$ cat config.mk
export PLATFORM = sky130hd
export DESIGN_NAME = ad_demod
export DESIGN_NICKNAME = d
export VERILOG_FILES = /design/src/rtl/ad_demod_pkg.sv /design/src/rtl/ad_demod_mac.sv /design/src/rtl/ad_demod.sv
export SDC_FILE = /design/constraint.sdc
export NUM_CORES = 2
export LEC_CHECK = 0
export BUFFER_PORTS_ARGS = -buffer_cell sky130_fd_sc_hd__buf_2
export CORE_AREA = 2 2 217 272
export CTS_BUF_LIST = sky130_fd_sc_hd__clkbuf_8
export CTS_CLUSTER_SIZE = 30
export DETAILED_ROUTE_END_ITERATION = 10
export DIE_AREA = 0 0 219 274
export SYNTH_ARGS = -nofsm -noshare
export SYNTH_HDL_FRONTEND = slang
export SYNTH_SLANG_ARGS = --single-unit
$ cat constraint.sdc
create_clock -name CLK -period 5.8 [get_ports CLK]
set_input_delay 0.58 -clock CLK [delete_from_list [all_inputs] [get_ports CLK]]
set_output_delay 0.58 -clock CLK [all_outputs]
set_load 0.01 [all_outputs]
$ cat src/rtl/ad_demod_pkg.sv
// ad_demod_pkg -- shared widths, FSM encoding and output conversion for ad_demod.
//   SAMP_W : sample / reference width (two's complement)
//   ADDR_W : buffer address width
//   ACC_W  : accumulator width (2047 full-scale 28-bit products fit without overflow)
//   OUT_W  : IOut/QOut width
// Optional feature: define AD_DEMOD_SAT_EN to saturate the accumulators into the
// 32-bit outputs; otherwise the outputs take the low 32 accumulator bits (wrapping).
package ad_demod_pkg;

  localparam int SAMP_W = 14;
  localparam int ADDR_W = 11;
  localparam int ACC_W  = 39;
  localparam int OUT_W  = 32;
  localparam int PROD_W = 2 * SAMP_W;

  typedef enum logic [1:0] {
    S_IDLE  = 2'd0,
    S_READ  = 2'd1,
    S_DRAIN = 2'd2,
    S_HOLD  = 2'd3
  } state_t;

  localparam logic signed [ACC_W-1:0] OUT_MAX = 39'sd2147483647;
  localparam logic signed [ACC_W-1:0] OUT_MIN = -39'sd2147483648;

  function automatic logic signed [OUT_W-1:0] acc_to_out(input logic signed [ACC_W-1:0] a);
`ifdef AD_DEMOD_SAT_EN
    if (a > OUT_MAX)      return OUT_MAX[OUT_W-1:0];
    else if (a < OUT_MIN) return OUT_MIN[OUT_W-1:0];
    else                  return a[OUT_W-1:0];
`else
    return a[OUT_W-1:0];
`endif
  endfunction

endpackage

$ cat src/rtl/ad_demod_mac.sv
// ad_demod_mac -- registered signed multiply followed by a 39-bit accumulate.
//   i_clk, i_rst : clock, async active-high reset
//   i_clr        : clear the accumulator (wins over i_acc_en)
//   i_prod_en    : operands valid this cycle; product register loads a*b (else 0)
//   i_acc_en     : product register valid; add it, sign-extended, into the accumulator
//   i_a, i_b     : signed operands
//   o_acc        : accumulator
module ad_demod_mac
  import ad_demod_pkg::*;
(
  input  logic                     i_clk,
  input  logic                     i_rst,
  input  logic                     i_clr,
  input  logic                     i_prod_en,
  input  logic                     i_acc_en,
  input  logic signed [SAMP_W-1:0] i_a,
  input  logic signed [SAMP_W-1:0] i_b,
  output logic signed [ACC_W-1:0]  o_acc
);

  logic signed [PROD_W-1:0] w_prod;
  logic signed [PROD_W-1:0] r_prod;
  logic signed [ACC_W-1:0]  r_acc;

  assign w_prod = PROD_W'(i_a) * PROD_W'(i_b);
  assign o_acc  = r_acc;

  always_ff @(posedge i_clk or posedge i_rst) begin
    if (i_rst) begin
      r_prod <= '0;
      r_acc  <= '0;
    end else begin
      // Zero when idle so stray bus data never reaches the accumulator.
      r_prod <= i_prod_en ? w_prod : '0;
      if (i_clr)
        r_acc <= '0;
      else if (i_acc_en)
        r_acc <= r_acc + {{(ACC_W-PROD_W){r_prod[PROD_W-1]}}, r_prod};
    end
  end

endmodule

$ cat src/rtl/ad_demod.sv
// ad_demod -- reads SampNum stored samples with sine/cosine references and
// accumulates the I/Q products, presenting the sums on IOut/QOut with Done.
//   CLK, RST        : clock, async active-high reset
//   Enable          : level request; high starts/holds a run, low aborts and re-arms
//   RdEn, RdAddr    : buffer read strobe and address
//   RdData, SinRef, CosRef : buffer data, valid one cycle after the address
//   IOut, QOut      : signed results of the last completed run
//   Done            : run complete, held until Enable falls
// Build option: AD_DEMOD_SAT_EN selects saturating output conversion.
module ad_demod
  import ad_demod_pkg::*;
#(
  parameter int SampNum = 500
) (
  input  logic                     CLK,
  input  logic                     RST,
  input  logic                     Enable,
  output logic                     RdEn,
  output logic [ADDR_W-1:0]        RdAddr,
  input  logic signed [SAMP_W-1:0] RdData,
  input  logic signed [SAMP_W-1:0] SinRef,
  input  logic signed [SAMP_W-1:0] CosRef,
  output logic signed [OUT_W-1:0]  IOut,
  output logic signed [OUT_W-1:0]  QOut,
  output logic                     Done
);

  localparam logic [ADDR_W-1:0] LAST_ADDR = ADDR_W'(SampNum - 1);

  state_t r_state, w_next;
  logic [1:0] r_drain_cnt;
  // [0]: bus data valid this cycle, [1]: product registers valid this cycle
  logic [1:0] r_vld_pipe;
  logic       w_start, w_finish;
  logic signed [ACC_W-1:0] w_acc_i, w_acc_q;

  always_ff @(posedge CLK or posedge RST) begin
    if (RST) r_state <= S_IDLE;
    else     r_state <= w_next;
  end

  always_comb begin
    w_next   = r_state;
    w_start  = 1'b0;
    w_finish = 1'b0;
    if (!Enable) begin
      w_next = S_IDLE;
    end else begin
      case (r_state)
        S_IDLE: begin
          w_next  = S_READ;
          w_start = 1'b1;
        end
        S_READ:  if (RdAddr == LAST_ADDR) w_next = S_DRAIN;
        S_DRAIN: if (r_drain_cnt == 2'd2) begin
          w_next   = S_HOLD;
          w_finish = 1'b1;
        end
        default: w_next = S_HOLD;
      endcase
    end
  end

  always_ff @(posedge CLK or posedge RST) begin
    if (RST) begin
      RdEn        <= 1'b0;
      RdAddr      <= '0;
      r_drain_cnt <= '0;
      r_vld_pipe  <= '0;
      Done        <= 1'b0;
      IOut        <= '0;
      QOut        <= '0;
    end else begin
      RdEn <= (w_next == S_READ);
      if (w_start)
        RdAddr <= '0;
      else if (w_next == S_READ)
        RdAddr <= RdAddr + 1'b1;
      r_drain_cnt <= (r_state == S_DRAIN && w_next == S_DRAIN) ? r_drain_cnt + 2'd1 : 2'd0;
      // An abort flushes in-flight data so a restart begins from a clean pipe.
      r_vld_pipe  <= (w_next == S_IDLE) ? 2'b00 : {r_vld_pipe[0], RdEn};
      Done        <= (w_next == S_HOLD);
      if (w_finish) begin
        IOut <= acc_to_out(w_acc_i);
        QOut <= acc_to_out(w_acc_q);
      end
    end
  end

  ad_demod_mac u_mac_i (
    .i_clk     (CLK),
    .i_rst     (RST),
    .i_clr     (w_start),
    .i_prod_en (r_vld_pipe[0]),
    .i_acc_en  (r_vld_pipe[1]),
    .i_a       (RdData),
    .i_b       (SinRef),
    .o_acc     (w_acc_i)
  );

  ad_demod_mac u_mac_q (
    .i_clk     (CLK),
    .i_rst     (RST),
    .i_clr     (w_start),
    .i_prod_en (r_vld_pipe[0]),
    .i_acc_en  (r_vld_pipe[1]),
    .i_a       (RdData),
    .i_b       (CosRef),
    .o_acc     (w_acc_q)
  );

endmodule

==> results.py <==
metrics = {
    "detailed_routing": {
        "drc": 0,
        "vias_per_cell": 5.049,
        "postRouteAntennaNets": 0,
        "drt_wl_total_um": 58100,
        "wl_per_cell_um": 15.49,
        "drt_iter0_drc": 939,
        "vias": 18937,
        "firstDrtPassIters": 5,
    },
    "setup_path": {
        "r2r_end": "u_mac_q.o_acc[30]",
        "arrival_ns": 6.16,
        "ff2ff_path_depth": 13,
        "cp.required_ns": 6.27,
        "r2r-start": "u_mac_q.o_acc[0]",
        "critPathKind": "in2reg",
        "critPathCaptureType": "flop",
        "startpoint_type": "primary input",
        "rrSetupSlack_ns": 2.60,
        "worstPathMaxFanout": 6,
    },
    "floorplan": {
        "dieArea_mm2": 0.06001,
        "die_y_um": 274,
        "io_pins": 122,
        "row_count": 99,
        "start_util": 0.4434,
        "die_x_um": 219,
        "core_mm2": 0.05772,
    },
    "clocking": {
        "cts_made_buffers": 30,
        "cts_max_level": 1,
        "cts_root_buffer": "clkbuf_8",
        "clk_pin_slew_worst_paths_ns": 0.08,
        "cts_num_sinks": 203,
        "clkLatencyLatePin_ns": 0.58,
        "cts.path.max_buffers": 3,
        "cts_tree": "done",
    },
    "global_routing": {
        "grt_util_met1": 0.2776,
        "overflow": 0,
        "grt_antenna_before_repair": 3,
        "grt_use_total": 0.2022,
        "grt.met2_usage": 0.3508,
        "grt_max_degree": 154,
        "grt_pass1_vias": 20204,
        "top_usage_layer": "met2",
        "grt_first_pass_wirelength_um": 99570,
        "met3_usage": 0.01309,
    },
    "timing": {
        "finalHoldViolations": 0,
        "rsz0062_at_grt": "true",
        "max_freq_mhz": 175.7,
        "relSlewSlack": 0.3884,
        "setup_slack_ns": 0.1097,
        "setup_violations": 0,
        "min_period_over_period": 0.9811,
        "layout_min_cycle_time_ns": 5.690,
        "finalClockSkew_ns": 0.01822,
        "worstMarginPinSlew_ns": 0.9174,
        "slew_viol_final": 0,
    },
    "min_path": {
        "hp-class": "in2async",
    },
    "synth": {
        "synth-simple-area-share": 0.1535,
        "synth_cell_types": 70,
        "syn_inst": 2676,
        "yosysSeqAreaShare": 0.1985,
        "synth.area.top_cells": "fa_1 31%, dfrtp_1 20%, ha_1 9.7%, inv_1 7.1%, and2_1 5.5%",
        "synth-seq-cells": 203,
        "synth_common_cells": "482 x inv_1, 392 x fa_1, 225 x and2_1",
        "yosysWarningCount": 0,
        "async_flop_share": 1.000,
        "synth_top_family_by_area": "adder cells",
        "synth_top_area_cell": "fa_1",
        "ys.flop_type": "dfrtp_1",
        "synth_mux_area_frac": 0.04209,
        "synth_xor_xnor_area_share": 0.03696,
        "synth-compound-area-share": 0.07963,
        "yosysTopAreaCellShare": 0.3066,
        "synth_area_mm2": 0.02559,
        "synth-edff-count": 0,
        "synth_fp_nets": 3311,
        "yosysMostFrequentCell": "inv_1",
        "synth_fa_ha_area_frac": 0.4034,
        "syn_avg_cell_area_um2": 9.564,
    },
    "place": {
        "portBuffers": 121,
        "place_inst": 3693,
        "dpl_cell_area_mm2": 0.02880,
        "dp_hpwl_um": 48670,
        "place_congestion": 0.8809,
        "place_ws_ns": -0.5749,
    },
    "final_layout": {
        "num-fill-cells": 5497,
        "fin_area_mm2": 0.02964,
        "seq_area_mm2": 0.005081,
        "nets": 3606,
        "instances_no_fill": 3751,
        "areaGrowthSynthToFinish_pct": 15.79,
        "layout-drive-gt1-share": 0.1804,
        "multi_input_area_mm2": 0.01854,
    },
    "flow_run": {
        "maxCapViolations": 0,
    },
    "outcome": {
        "status": "finished clean",
    },
}
-- worst max-delay path, cell delays in order --
cell and delay [ns]:
buf_12 0.11, buf_8 0.12, and2_4 0.13, fa_1 0.55, inv_2 0.05, fa_1 0.54
inv_2 0.04, fa_1 0.49, inv_2 0.04, fa_1 0.49, inv_2 0.04, fa_1 0.49
inv_1 0.05, fa_1 0.49, inv_2 0.05, ha_4 0.26, o21a_1 0.10, o21a_1 0.14
o21ai_2 0.09, a211oi_4 0.24, o21a_1 0.20, a21oi_2 0.08, o2111a_1 0.26, or3_1 0.35
and3_1 0.19
-- layer usage --
| metal | up-vias | routed length [um] | share of wire |
|---|---|---|---|
| li1 | 8982 | - | - |
| met1 | 9511 | 26460 | 0.46 |
| met4 | 2 | 1206 | 0.021 |
| met2 | 360 | 28380 | 0.49 |
| met5 | - | 13 | 0.00022 |
| met3 | 82 | 2037 | 0.035 |
-- metrics by stage --
stage                     TNS (ns)  hold slack (ns)    util
final                            0           0.2059  0.5134
after global routing       -0.1108           0.2353  0.5134
after global placement      -6.857           0.4233  0.4990
after floorplan            -0.9033           0.4109       -
after detailed placement    -7.974           0.4325  0.4990
after CTS                        0           0.1911  0.5099
-- area by class of cell --
class,instances,share of cell area
Antenna cell,1,0.00008444
Clock buffer,39,0.01811
Clock inverter,15,0.002913
Inverter,482,0.06118
Multi-Input combinational cell,1887,0.6255
Sequential cell,203,0.1715
Tap cell,757,0.03196
Timing Repair Buffer,367,0.08879
-- what timing repair did --
action,CTS,global route
buffers inserted,0,3
gates resized for setup,1,65
hold buffers,0,0
endpoints found under the setup margin,1,13
pin swaps,0,37
-- state kept, by name, indices dropped and copies added (netlist names) --
name and cells:
IOut 32, QOut 32, u_mac_i.o_acc 32, u_mac_q.o_acc 32
u_mac_i.r_prod 28, u_mac_q.r_prod 28, RdAddr 11, r_drain_cnt 2
r_state 2, r_vld_pipe 2, Done 1, RdEn 1
-- cell usage in the layout, fill, tap and decap left out, types with 9 or more instances in the layout --
master,instances
inv_2,9
and3_1,18
nand2b_1,25
xor2_1,38
a21oi_1,72
buf_2,107
o21a_1,23
nor3_1,24
nor2_1,160
nor2b_1,21
mux2_2,61
nand3_1,31
fa_1,390
and2_1,216
nand2_1,222
a21oi_2,10
mux2i_1,39
a31oi_1,12
o21ai_1,12
a211oi_1,17
buf_12,10
buf_4,242
inv_1,483
xnor2_1,69
or3_1,11
clkbuf_8,39
ha_1,192
o21ai_0,54
a21o_1,36
dfrtp_1,202
-- kinds of logic (layout without fill, tap and decap cells) --
family,count (synthesis),after routing
XOR/XNOR,108,108
flip-flops,203,203
buffers and inverters,586,903
other,0,1
adder cells (fa/ha/maj),590,590
AO/OA/AOI/OAI,305,305
AND/OR/NAND/NOR,784,784
multiplexers,100,100
-- worst max-delay path by stage --
stage                          from  cells after the start            endpoint
final                     RdData[5]                     25  u_mac_i.r_prod[25]
after global routing      RdData[5]                     25  u_mac_i.r_prod[25]
after CTS                 RdData[7]                     25  u_mac_i.r_prod[26]
after detailed placement  RdData[7]                     25  u_mac_i.r_prod[26]
after global placement    RdData[7]                     27  u_mac_i.r_prod[27]
after floorplan           RdData[7]                     26  u_mac_q.r_prod[24]
Power is left out: the tool's default activity adds up to more than one toggle a clock period on the data nets, which glitch-free logic cannot reach.
